<file path="src/rtl/burst_pattern_pkg.sv">
// Shared state encoding and default widths for the burst pattern sequencer.
package burst_pattern_pkg;

    localparam int DATA_W_DEF = 32;
    localparam int LEN_W_DEF  = 16;
    localparam int CNT_W_DEF  = 8;
    localparam int GAP_W_DEF  = 8;

    typedef enum logic [1:0] {
        ST_IDLE   = 2'd0,
        ST_BURST  = 2'd1,
        ST_GAP    = 2'd2,
        ST_FINISH = 2'd3
    } state_t;

endpackage

</file>
<file path="src/rtl/cycle_down_counter.sv">
// Loadable down-counter with enable; is_one flags the final count so the
// owner can act on the same edge that consumes it.
module cycle_down_counter #(
    parameter int W = 8
) (
    input  logic         CLK,
    input  logic         RST,
    input  logic         load,
    input  logic [W-1:0] load_val,
    input  logic         en,
    output logic         is_one
);

    logic [W-1:0] count;

    // Load wins over enable; the count parks at zero instead of wrapping.
    always_ff @(posedge CLK or posedge RST) begin
        if (RST) begin
            count <= '0;
        end else if (load) begin
            count <= load_val;
        end else if (en && (count != '0)) begin
            count <= count - W'(1);
        end
    end

    assign is_one = (count == W'(1));

endmodule

</file>
<file path="src/rtl/burst_pattern_ctrl.sv">
// Restartable test-pattern burst sequencer feeding a downstream FIFO with
// incrementing words, backpressure, inter-burst gaps and abort.
module burst_pattern_ctrl
    import burst_pattern_pkg::*;
#(
    parameter int DATA_W = DATA_W_DEF,
    parameter int LEN_W  = LEN_W_DEF,
    parameter int CNT_W  = CNT_W_DEF,
    parameter int GAP_W  = GAP_W_DEF
) (
    input  logic              CLK,
    input  logic              RST,
    input  logic              START,
    input  logic              ABORT,
    input  logic [LEN_W-1:0]  BURST_LEN,
    input  logic [CNT_W-1:0]  NUM_BURSTS,
    input  logic [GAP_W-1:0]  GAP_CYC,
    input  logic [DATA_W-1:0] SEED,
    input  logic              FIFO_FULL,
    output logic [DATA_W-1:0] DATA_OUT,
    output logic              WR_EN,
    output logic              BUSY,
    output logic              DONE,
    output logic [31:0]       WORD_CNT
);

    state_t           state;
    logic [LEN_W-1:0] len_q;
    logic [GAP_W-1:0] gap_q;

    logic             start_ok;
    logic             last_word;
    logic             more_bursts;
    logic             gap_end;
    logic             gap_en;
    logic             word_load;
    logic             gap_load;
    logic [LEN_W-1:0] word_load_val;
    logic             word_one;
    logic             burst_one;
    logic             gap_one;

    assign start_ok      = (state == ST_IDLE) && START && !ABORT;
    assign WR_EN         = (state == ST_BURST) && !FIFO_FULL && !ABORT;
    assign last_word     = WR_EN && word_one;
    assign more_bursts   = last_word && !burst_one;
    assign gap_en        = (state == ST_GAP);
    assign gap_end       = gap_en && !ABORT && gap_one;
    assign word_load     = start_ok || gap_end || (more_bursts && (gap_q == '0));
    assign word_load_val = start_ok ? BURST_LEN : len_q;
    assign gap_load      = more_bursts && (gap_q != '0);

    cycle_down_counter #(.W(LEN_W)) u_word_ctr (
        .CLK      (CLK),
        .RST      (RST),
        .load     (word_load),
        .load_val (word_load_val),
        .en       (WR_EN),
        .is_one   (word_one)
    );

    cycle_down_counter #(.W(CNT_W)) u_burst_ctr (
        .CLK      (CLK),
        .RST      (RST),
        .load     (start_ok),
        .load_val (NUM_BURSTS),
        .en       (last_word),
        .is_one   (burst_one)
    );

    cycle_down_counter #(.W(GAP_W)) u_gap_ctr (
        .CLK      (CLK),
        .RST      (RST),
        .load     (gap_load),
        .load_val (gap_q),
        .en       (gap_en),
        .is_one   (gap_one)
    );

    // BUSY and DONE are registered from the next state so they line up with
    // the state they describe; abort drops straight to IDLE without DONE.
    always_ff @(posedge CLK or posedge RST) begin
        if (RST) begin
            state    <= ST_IDLE;
            DATA_OUT <= '0;
            WORD_CNT <= '0;
            DONE     <= 1'b0;
            BUSY     <= 1'b0;
            len_q    <= '0;
            gap_q    <= '0;
        end else begin
            DONE <= 1'b0;
            case (state)
                ST_IDLE: begin
                    if (start_ok) begin
                        len_q    <= BURST_LEN;
                        gap_q    <= GAP_CYC;
                        DATA_OUT <= SEED;
                        WORD_CNT <= '0;
                        if ((BURST_LEN == '0) || (NUM_BURSTS == '0)) begin
                            state <= ST_FINISH;
                            DONE  <= 1'b1;
                        end else begin
                            state <= ST_BURST;
                            BUSY  <= 1'b1;
                        end
                    end
                end
                ST_BURST: begin
                    if (ABORT) begin
                        state <= ST_IDLE;
                        BUSY  <= 1'b0;
                    end else if (WR_EN) begin
                        DATA_OUT <= DATA_OUT + DATA_W'(1);
                        WORD_CNT <= WORD_CNT + 32'd1;
                        if (last_word) begin
                            if (burst_one) begin
                                state <= ST_FINISH;
                                DONE  <= 1'b1;
                                BUSY  <= 1'b0;
                            end else if (gap_q != '0) begin
                                state <= ST_GAP;
                            end
                        end
                    end
                end
                ST_GAP: begin
                    if (ABORT) begin
                        state <= ST_IDLE;
                        BUSY  <= 1'b0;
                    end else if (gap_one) begin
                        state <= ST_BURST;
                    end
                end
                ST_FINISH: begin
                    state <= ST_IDLE;
                end
                default: begin
                    state <= ST_IDLE;
                    BUSY  <= 1'b0;
                end
            endcase
        end
    end

endmodule

</file>
<file path="config.mk">
export PLATFORM = sky130hd
export DESIGN_NAME = burst_pattern_ctrl
export DESIGN_NICKNAME = d
export VERILOG_FILES = /design/src/rtl/burst_pattern_pkg.sv /design/src/rtl/cycle_down_counter.sv /design/src/rtl/burst_pattern_ctrl.sv
export SDC_FILE = /design/constraint.sdc
export NUM_CORES = 1
export LEC_CHECK = 0
export ABC_AREA = 1
export ABC_CLOCK_PERIOD_IN_PS = 2430
export BUFFER_PORTS_ARGS = -buffer_cell sky130_fd_sc_hd__buf_2
export CORE_AREA = 5 5 192 194
export DETAILED_ROUTE_END_ITERATION = 10
export DIE_AREA = 0 0 197 199
export SKIP_LAST_GASP = 1
export SLEW_MARGIN = 20
export SYNTH_ARGS = -nofsm -noshare
export SYNTH_HDL_FRONTEND = slang
export SYNTH_HIERARCHICAL = 1
export SYNTH_SLANG_ARGS = --single-unit
</file>
<file path="constraint.sdc">
create_clock -name CLK -period 2.43 [get_ports CLK]
set_input_delay 0 -clock CLK [delete_from_list [all_inputs] [get_ports CLK]]
set_output_delay 0 -clock CLK [all_outputs]
set_load 0.005 [all_outputs]
</file>
# Yosys cells after proc, flatten, opt, wreduce, memory -nomap -nowiden
# Index checks and enable logic that the tools add are counted.
# W data, S select, Z words.
# totals
regBits	124
in_bits	69
out_inout_bits	67
elab_cells	107
# classes
addsub	5
eq_ne	16
muxes	40
n_reduce_logical	36
# ops
operator	n
$mux W32	6
$pmux W32 S2	2
$add A32 B1 Y32 const B	2
$mux W16	3
$mux W8	4
$reduce_bool A8 Y1	3
$mux W2	9
$eq A16 B1 Y1 const B	1
$eq A8 B1 Y1 const B	2
$logic_not A16 Y1	1
$logic_not A8 Y1	2
$reduce_bool A16 Y1	1
$sub A16 B1 Y16 const B	1
$sub A8 B1 Y8 const B	2
$logic_and A1 B1 Y1	13
$mux W1	13
$ne A2 B2 Y1 const B	5
$ne A3 B3 Y1 const B	3
$pmux W2 S4	1
$reduce_bool A2 Y1	4
$reduce_and A7 Y1	1
$reduce_and A5 Y1	1
$eq A2 B2 Y1 const B	2
$ne A4 B3 Y1 const B	1
other kinds (10)	14

# Depth between registers and ports, before layout
# Gate-level depths: netlist of the first run.
# logic_depth
word_depth	8
depth_mapped	13
depth_no_buf	12

# Hierarchy
# Netlist of the first run, hierarchy kept.
# by_module_without_submodules
mod	instances	cells_per_inst	area_per_inst_um2
burst_pattern_ctrl	1	955	6048.3
cycle_down_counter at u_burst_ctr ...	2	91	646.9
cycle_down_counter at u_word_ctr	1	170	1216.2

# Least setup slack after synthesis of the first run
# Ideal clock, no wire load.
# synth_timing
path_kind	register to register
startpoint	reg u_word_ctr.count[4]
endpoint	reg u_word_ctr.count[3]
setup_time_ps	67
t_arrival_ps	2184
required_ps	2363
slack_ps	179
path_stages_with_launch	12
n_path_buf	2
synth_period_minus_slack_ps	2251
path_cell_list	dfrtp_1 nor2_2 nand2_2 nor4_1 nand2_1 nor2_1 nand3_1 o211ai_1 buf_2 clkbuf_1 nand2_1 nand3_2
# synth_via
elab_chain_cells	6
elab_cells_between_ends	9
cone_classes	1 x eq/ne; 1 x mux; 7 x reduce/logical
# synth_lines
element	line	source
start: declaration	cycle_down_counter.sv:14	logic [W-1:0] count;
start signal: assignment	cycle_down_counter.sv:21	count <= load_val;
start signal: assignment	cycle_down_counter.sv:23	count <= count - W'(1);
$eq A16 B1 Y1 *	cycle_down_counter.sv:27	assign is_one = (count == W'(1));
named net word_one	burst_pattern_ctrl.sv:39	logic word_one;
$logic_and A1 B1 Y1 *	burst_pattern_ctrl.sv:45	assign last_word = WR_EN && word_one;
named net last_word	burst_pattern_ctrl.sv:32	logic last_word;
$logic_and A1 B1 Y1 *	burst_pattern_ctrl.sv:46	assign more_bursts = last_word && !burst_one;
$logic_and A1 B1 Y1 *	burst_pattern_ctrl.sv:49	assign word_load = start_ok || gap_end || (more_bursts && (gap_q == '0));
$logic_or A1 B1 Y1 *	burst_pattern_ctrl.sv:49	
named net word_load	burst_pattern_ctrl.sv:36	logic word_load;
$mux W16 / $reduce_bool A2 Y1 (equally long branches)	n/a	
# The timed path passes the listed nets; every way through them passes the cells marked *.
# A chain may end at the register's enable or synchronous reset.

# Worst setup path after layout of the first run
# layout_timing
startpoint	reg u_word_ctr.count[1]
endpoint	reg u_word_ctr.count[6]
# Same word-level chain as after synthesis.

==> metrics.md, run 1 <==
| Metric | Value |
|---|---|
| Status | `completed` |
| Mux cell area share after synthesis | `0` |
| Die X-Extent | `around 200 microns` |
| Distinct cells, synth | `45` |
| Wire per inst | `~14 microns` |
| Finished Layout Cells | `roughly 2000` |
| Crit-path slowest cell | `dfrtp_1` |
| Cts bufs inserted | `17` |
| Most frequent cells in the layout | `nand2_1, nor2_1, buf_2` |
| Adder-cell share of the synthesized area | `0.0219` |
| Worst hold path depth | `7` |
| Clk_lat worst skew | `around 0.43 ns` |
| HPWL after DPL | `~20000 microns` |
| Crit path time final | `2.24 ns` |
| GRT overflow | `0` |
| Req. time, crit path | `about 2.7 ns` |
| Simple-Gate Fraction of Synth Area | `0.444` |
| Final setup violation count | `0` |
| Vias in the first global route | `8710` |
| Initial core utilization | `0.244` |
| CTS clock-pin slew for the worst setup and hold paths | `roughly 0.06 ns` |
| Layout fillers | `about 3800` |
| Layout Utilization | `0.316` |
| Worst path arrival time | `between 2 and 3 ns` |
| Power Density | `~1000 nW/um^2` |
| Most common cell after layout, fill and taps aside | `nand2_1` |
| Fin. max-slew vios | `0` |
| Die area | `roughly 39000 sq um` |
| Vias per inst | `~4.5` |
| Mapped Nets | `roughly 1400` |
| Sequential area share after synthesis | `0.363` |
| Die extent in y | `~200 microns` |
| 1st-pass router iterations | `5` |
| Setup CP Type | `reg2reg` |
| Largest family of logic cells by synthesized area | `simple AND/OR/NAND/NOR gates` |
| Gr usage total | `0.140` |
| Clock Tree Buf Depth | `2` |
| Max Clock Freq | `about 0.45 GHz` |
| CP startpoint kind | `flip-flop` |
| Endpoints failing hold | `0` |
| Pre-CTS WS | `roughly 0.10 ns` |
| Share of layout cells above drive strength 1 | `0.180` |
| Largest net degree at the start of global routing | `67` |
| Critical path, cell by cell | `inv_1 > ha_1 > nand2_1 > nor4_2 > nand2_1 > nor2_1 > nand3_1 > o211ai_1 > buf_12 > nor2_4 > buf_12 > nand2_2 > nand3_1` |
| Endpoint class of the critical path | `flip-flop` |
| CP Max Fanout | `20` |
| Leak | `roughly 0.0054 uW` |
| Max-slew headroom | `0.550` |
| Mapped Cells | `between 1000 and 1500` |
| Synthesized flop and latch total | `124` |
| Initial antenna violation count | `3` |
| CTS tree | `yes` |
| Tcrit/Tclk final | `0.922` |
| RSZ-0062 raised after global routing | `yes` |
| PortBufs | `roughly 140` |
| DRT Wirelength | `26700 microns` |
| Post-DRT Antenna Nets | `0` |
| Hold crit path type | `in2reg` |
| Area growth syn-to-layout | `29.4%` |
| Tightest Pin Transition | `slightly below 0.7 ns` |
| Clock root cell | `clkbuf_16` |
| I/O Pins | `approximately 140` |
| PnR Total Power | `11500 uW` |
| # rows | `between 60 and 70` |
| Post-route setup slack | `~0.19 ns` |
| Final nets | `1591` |
| GP Congestion | `approximately 0.84` |
| R2r setup slk | `roughly 0.19 ns` |
| DRC viols | `0` |
| Clk_skew | `approximately 0.0074 ns` |
| Synth Area in XOR/XNOR | `0.0143` |
| Initial DRC Count | `around 570` |
| Core area | `approximately 35000 sq um` |
| Ys Warns | `6` |
| Mapped Area | `between 8000 and 9000 sq um` |
| CP max stage delay | `0.35 ns` |
| Maxcap violations | `0` |
| Reg2Reg Depth | `13` |
| First-pass GRT wire length | `around 45000 microns` |
| Diodes inserted | `0` |
| CTS Sinks | `~120` |
| Post-synthesis compound-gate area fraction | `0.0721` |
| Max IR drop VDD | `about 0.56 mV` |
| Total number of vias | `8823` |
| Avg Inst Size Synth | `between 6 and 7 sq um` |
| # H-tree levels | `4` |
| Placed cell count | `~1900` |
synthesized netlist by cell type, drive strengths merged:
cell | instances | area, sq um
o211a | 1 | 10.0
nand3b | 11 | 82.6
nor4 | 3 | 25.0
a21oi | 16 | 80.1
clkinv | 1 | 3.75
a31oi | 3 | 18.8
o21bai | 1 | 7.51
dfrtp | 124 | 3100
nor3 | 10 | 50.1
ha | 15 | 188
a32o | 1 | 10.0
buf | 21 | 150
nand2 | 489 | 1950
xnor2 | 5 | 43.8
nand4 | 14 | 87.6
o31ai | 1 | 7.51
xor2 | 9 | 78.8
a22o | 1 | 8.76
o22ai | 4 | 25.0
o21ai | 71 | 419
a211oi | 1 | 7.51
o211ai | 3 | 22.5
nor2 | 233 | 973
and2 | 1 | 6.26
or2 | 3 | 18.8
clkbuf | 12 | 45.0
nand3 | 113 | 608
inv | 140 | 528
worst max-delay path: cells and delay by family, from the launching register on:
family                   cells  cell delay, ns
AND/OR/NAND/NOR              8            0.90
AO/OA/AOI/OAI                1            0.22
flip-flops                   1            0.35
adder cells (fa/ha/maj)      1            0.17
buffers and inverters        3            0.46
where the power goes:
| part | switching (uW) | internal, uW |
|---|---|---|
| Combinational | 3210 | 1880 |
| Clock | 989 | 1790 |
| Sequential | 811 | 2800 |
routing by layer:
layer  GRT usage  part of all wire
met5           0            0.0013
met4      0.0316             0.013
met3      0.0374             0.056
met2       0.230              0.47
met1       0.187              0.46
cell families after synthesis:
logic type | count (synthesis)
AND/OR/NAND/NOR | 877
AO/OA/AOI/OAI | 103
XOR/XNOR | 14
buffers and inverters | 174
flip-flops | 124
adder cells (fa/ha/maj) | 15
per-stage QoR:
| step | setup TNS (ns) | hold WS (ns) | area [sq um] |
|---|---|---|---|
| final | 0 | 0.0466 | 11100 |
| after global routing | -0.304 | 0.0522 | 11100 |
| after CTS | 0 | 0.0150 | 11000 |
| after detailed placement | 0 | 0.0376 | 9770 |
| after global placement | 0 | 0.0424 | 9770 |
| after floorplan | 0 | -0.184 | 8560 |
layout make-up:
| class | instances | area (sq um) | share of cell area |
|---|---|---|---|
| inverter | 141 | 534 | 0.0482 |
| clock buffer | 20 | 467 | 0.0421 |
| sequential | 124 | 3100 | 0.280 |
| multi-input combinational | 1009 | 4740 | 0.428 |
| clock inverter | 12 | 168 | 0.0151 |
| timing repair buffer | 214 | 1490 | 0.134 |
| tap | 461 | 577 | 0.0521 |
final timing paths:
path / startpoint / to
worst max register to register: u_word_ctr/count[1] / u_word_ctr/count[6]
worst min register to register: len_q[10] / len_q[10]
worst min-delay path: SEED[14] / DATA_OUT[14]
min in group asynchronous: RST / u_gap_ctr/count[5]
max in group asynchronous: RST / DATA_OUT[24]
worst max-delay path: u_word_ctr/count[1] / u_word_ctr/count[6]
sequential cells by signal, summed over array words and instances (netlist names):
signal,cells
DATA_OUT,32
WORD_CNT,32
len_q,16
u_word_ctr/count,16
gap_q,8
u_burst_ctr/count,8
u_gap_ctr/count,8
state,2
BUSY,1
DONE,1
repair_timing:
action / CTS / global route
buffers inserted: 0 / 2
hold buffers: 62 / 0
hold endpoints to repair: 125 / 0
resized for setup: 0 / 3
endpoints found under the setup margin: 0 / 22
Note: power is estimated with default switching activity, not from simulation.
==> inputs of run 2 (changes only) <==
--- a/config.mk
+++ b/config.mk
@@ -8,12 +8,11 @@
 export ABC_AREA = 1
 export ABC_CLOCK_PERIOD_IN_PS = 2430
 export BUFFER_PORTS_ARGS = -buffer_cell sky130_fd_sc_hd__buf_2
-export CORE_AREA = 5 5 192 194
+export CORE_AREA = 5 5 150 152
 export DETAILED_ROUTE_END_ITERATION = 10
-export DIE_AREA = 0 0 197 199
+export DIE_AREA = 0 0 155 157
 export SKIP_LAST_GASP = 1
 export SLEW_MARGIN = 20
 export SYNTH_ARGS = -nofsm -noshare
 export SYNTH_HDL_FRONTEND = slang
-export SYNTH_HIERARCHICAL = 1
 export SYNTH_SLANG_ARGS = --single-unit
==> metrics.md, run 2 <==
| Metric | Value |
|---|---|
| Clk_lat worst skew | `0.43 ns (about the same)` |
| Largest net degree at the start of global routing | `56 (was 67)` |
| # H-tree levels | `4 (unchanged)` |
| Final Hold Slack | `0.0342 ns (was 0.0466 ns)` |
| CTS tree | `yes (unchanged)` |
| CTS clock-pin slew for the worst setup and hold paths | `0.06 ns (about the same)` |
| GP Congestion | `0.904 (was 0.838)` |
| Buffers & Inverters on Critical Path | `4 (was 3)` |
| Crit-path slowest cell | `dfrtp_1 (unchanged)` |
| Share of layout cells above drive strength 1 | `0.152 (was 0.180)` |
| Leak | `0.00517 uW (was 0.00544 uW)` |
| I/O Pins | `136 (unchanged)` |
| Post-synth top area share | `0.376 (was 0.363)` |
| Crit path time final | `2.12 ns (was 2.24 ns)` |
| Max IR drop VDD | `0.712 mV (was 0.556 mV)` |
| Post-synth EDFFs | `0 (unchanged)` |
| Synth Flop Type | `dfrtp_1 (unchanged)` |
| Worst path arrival time | `2.44 ns (was 2.55 ns)` |
| Mapped Cells | `1255 (was 1307)` |
| Power Density | `1040 nW/um^2 (about the same)` |
| Maxcap violations | `0 (unchanged)` |
| Initial core utilization | `0.396 (was 0.244)` |
| PortBufs | `135 (unchanged)` |
| # rows | `53 (was 69)` |
| Hold crit path type | `in2reg (unchanged)` |
| DRT Wirelength | `24900 microns (was 26700 microns)` |
| Most common cell after layout, fill and taps aside | `nand2_1 (unchanged)` |
| Largest regs | `DATA_OUT (32), WORD_CNT (32) (unchanged)` |
| Tightest Pin Transition | `0.553 ns (was 0.675 ns)` |
| Max-slew headroom | `0.629 (was 0.550)` |
| Synthesized flop and latch total | `124 (unchanged)` |
| Die X-Extent | `155 microns (was 197 microns)` |
| Final nets | `1534 (was 1591)` |
| CP max stage delay | `0.40 ns (was 0.35 ns)` |
| GRT overflow | `0 (unchanged)` |
| Ys Warns | `0 (was 6)` |
| Die extent in y | `157 microns (was 199 microns)` |
| Most frequent cells in the layout | `nand2_1, nor2_1, inv_1, buf_2, dfrtp_1 (was nand2_1, nor2_1, buf_2)` |
| Area growth syn-to-layout | `27.5% (was 29.4%)` |
| Finished Layout Cells | `1739 (was 1981)` |
| Post-DRT Antenna Nets | `0 (unchanged)` |
| Endpoint class of the critical path | `flip-flop (unchanged)` |
| DRC viols | `0 (unchanged)` |
| Vias per inst | `4.95 (was 4.45)` |
| RSZ-0062 raised after global routing | `no (was yes)` |
| Post-cts gate resize count | `0 (unchanged)` |
| Distinct cells, synth | `40 (was 45)` |
| Placed cell count | `1643 (was 1885)` |
| Cts bufs inserted | `17 (unchanged)` |
| CP startpoint kind | `flip-flop (unchanged)` |
| Initial antenna violation count | `0 (was 3)` |
| Wire per inst | `14.3 microns (was 13.5 microns)` |
| Hold-fix buffers at CTS | `63 (was 62)` |
| Cell mode on critical path | `nand2_2` |
| Mapped Area | `8260 sq um (was 8560 sq um)` |
| Critical path, cell by cell | `inv_1 > ha_1 > inv_2 > nor2_2 > nand2_2 > nand2_1 > nand2_2 > inv_2 > nand2_2 > buf_4 > or2_1 > nand2_1 > nor2_1 (was inv_1 > ha_1 > nand2_1 > nor4_2 > nand2_1 > nor2_1 > nand3_1 > o211ai_1 > buf_12 > nor2_4 > buf_12 > nand2_2 > nand3_1)` |
| Setup CP Type | `reg2reg (unchanged)` |
| Clock root cell | `clkbuf_16 (unchanged)` |
| Gr usage total | `0.207 (was 0.140)` |
| Status | `completed (unchanged)` |
| Initial DRC Count | `528 (was 569)` |
| Final setup violation count | `0 (unchanged)` |
| Tcrit/Tclk final | `0.872 (was 0.922)` |
| CP delay by family, top | `simple AND/OR/NAND/NOR gates (unchanged)` |
| CTS Sinks | `124 (unchanged)` |
| First-pass GRT wire length | `41300 microns (was 44700 microns)` |
| Clk_skew | `0.0113 ns (was 0.00735 ns)` |
| Req. time, crit path | `2.75 ns (was 2.74 ns)` |
| Post-CTS Setup Repair Bufs | `0 (unchanged)` |
| Fin. max-slew vios | `0 (unchanged)` |
| Synth area leaders | `dfrtp_1, nand2_1, nand3_1, nor2_1, inv_1 (was dfrtp_1, nand2_1, nor2_1, nand3_1, inv_1)` |
| HPWL after DPL | `17900 microns (was 19900 microns)` |
| CP Max Fanout | `13 (was 20)` |
| Core area | `20900 sq um (was 35100 sq um)` |
| Total number of vias | `8605 (was 8823)` |
| Clock Tree Buf Depth | `2 (unchanged)` |
| Endpoints failing hold | `0 (unchanged)` |
| Vias in the first global route | `8330 (was 8710)` |
| Synth area leader | `dfrtp_1 (unchanged)` |
| 1st-pass router iterations | `5 (unchanged)` |
| Sequential area share after synthesis | `0.376 (was 0.363)` |
| Die area | `24300 sq um (was 39200 sq um)` |
| Setup_tns | `0 ns (unchanged)` |
| Most frequent cell after synthesis | `nand2_1 (unchanged)` |
| Mapped Nets | `1339 (was 1391)` |
| Max Clock Freq | `0.472 GHz (was 0.446 GHz)` |
| Avg Inst Size Synth | `6.58 sq um (was 6.55 sq um)` |
| Synth cell count leaders | `nand2_1, nor2_1, inv_1, dfrtp_1, nand3_1 (unchanged)` |
| Share of synthesized registers carrying an async set or reset | `1.00 (unchanged)` |
[run 2: cell types whose count changed in the layout (fill, tap and decap cells not counted), moves of 9 or more]
| cell | previous run | this run |
|---|---|---|
| a21oi_1 | 16 | 25 |
| nand2_1 | 455 | 415 |
| nand2_2 | 30 | 7 |
| nand3_1 | 106 | 122 |
| nand4_1 | 14 | 36 |
| nor2_1 | 211 | 155 |
| nor3_1 | 10 | 41 |
| o21ai_2 | 11 | 2 |
[run 2: worst reg2reg max path: cells and delay by family, from the launching register on]
kind	cells	cell delay, ns
adder cells (fa/ha/maj)	1	0.21
buffers and inverters	4	0.52
AND/OR/NAND/NOR	8	0.89
flip-flops	1	0.40
[run 2: cells by family after synthesis]
logic type                 after synthesis  synth area share
DFF                                    124             0.376
adders and majority gates               15            0.0227
xor gates and xnor gates                14            0.0148
and+or+nand+nor                        807             0.420
buffers and inverters                  181            0.0921
AOI/OAI and AO/OA                      114            0.0745
[run 2: cell type report]
class | count | area (sq um)
diodes | 1 | 2.50
clock buffers | 20 | 447
clock inverters | 12 | 218
fillers | 2122 | 10400
inverters | 143 | 541
multi-input cells | 950 | 4400
flip-flops and latches | 124 | 3100
well taps | 275 | 344
repair buffers | 214 | 1480
[run 2: power breakdown]
part / internal, uW / total (uW) / switching [uW]
Sequential: 2790 / 3500 / 708
Combinational: 1630 / 4550 / 2910
Clock: 1950 / 2930 / 986
Total: 6370 / 11000 / 4610
[run 2: final timing paths]
| check | start | end | slack (ns) | cells past startpoint |
|---|---|---|---|---|
| setup reg to reg | state[1] | DATA_OUT[22] | 0.31 | 13 |
| hold reg to reg | len_q[14] | len_q[14] | 0.48 | 2 |
| max in group asynchronous | RST | len_q[9] | 1.62 | 4 |
| min in group asynchronous | RST | WORD_CNT[13] | 0.16 | 3 |
| hold / removal | SEED[12] | DATA_OUT[12] | 0.03 | 7 |
| setup / recovery | state[1] | DATA_OUT[22] | 0.31 | 13 |
[run 2: through the flow]
step / utilization / setup WS (ns) / total power [uW] / cell area [sq um]
floorplan: - / 0.586 / 6590 / 8270
global placement: 0.442 / 0.361 / 7950 / 9230
detailed placement: 0.442 / 0.292 / 7990 / 9230
CTS: 0.504 / 0.281 / 11000 / 10500
global route: 0.504 / 0.0570 / 11900 / 10500
finish: 0.504 / 0.310 / 11000 / 10500
[run 2: per-layer routing]
| layer | up-vias | part of all wire | wire length [microns] | global-route usage |
|---|---|---|---|---|
| li1 | 4427 | - | - | - |
| met3 | 29 | 0.057 | 1430 | 0.0412 |
| met1 | 3901 | 0.46 | 11400 | 0.274 |
| met2 | 248 | 0.47 | 11700 | 0.350 |
| met5 | - | 0 | 0 | 0 |
| met4 | 0 | 0.015 | 385 | 0.0521 |
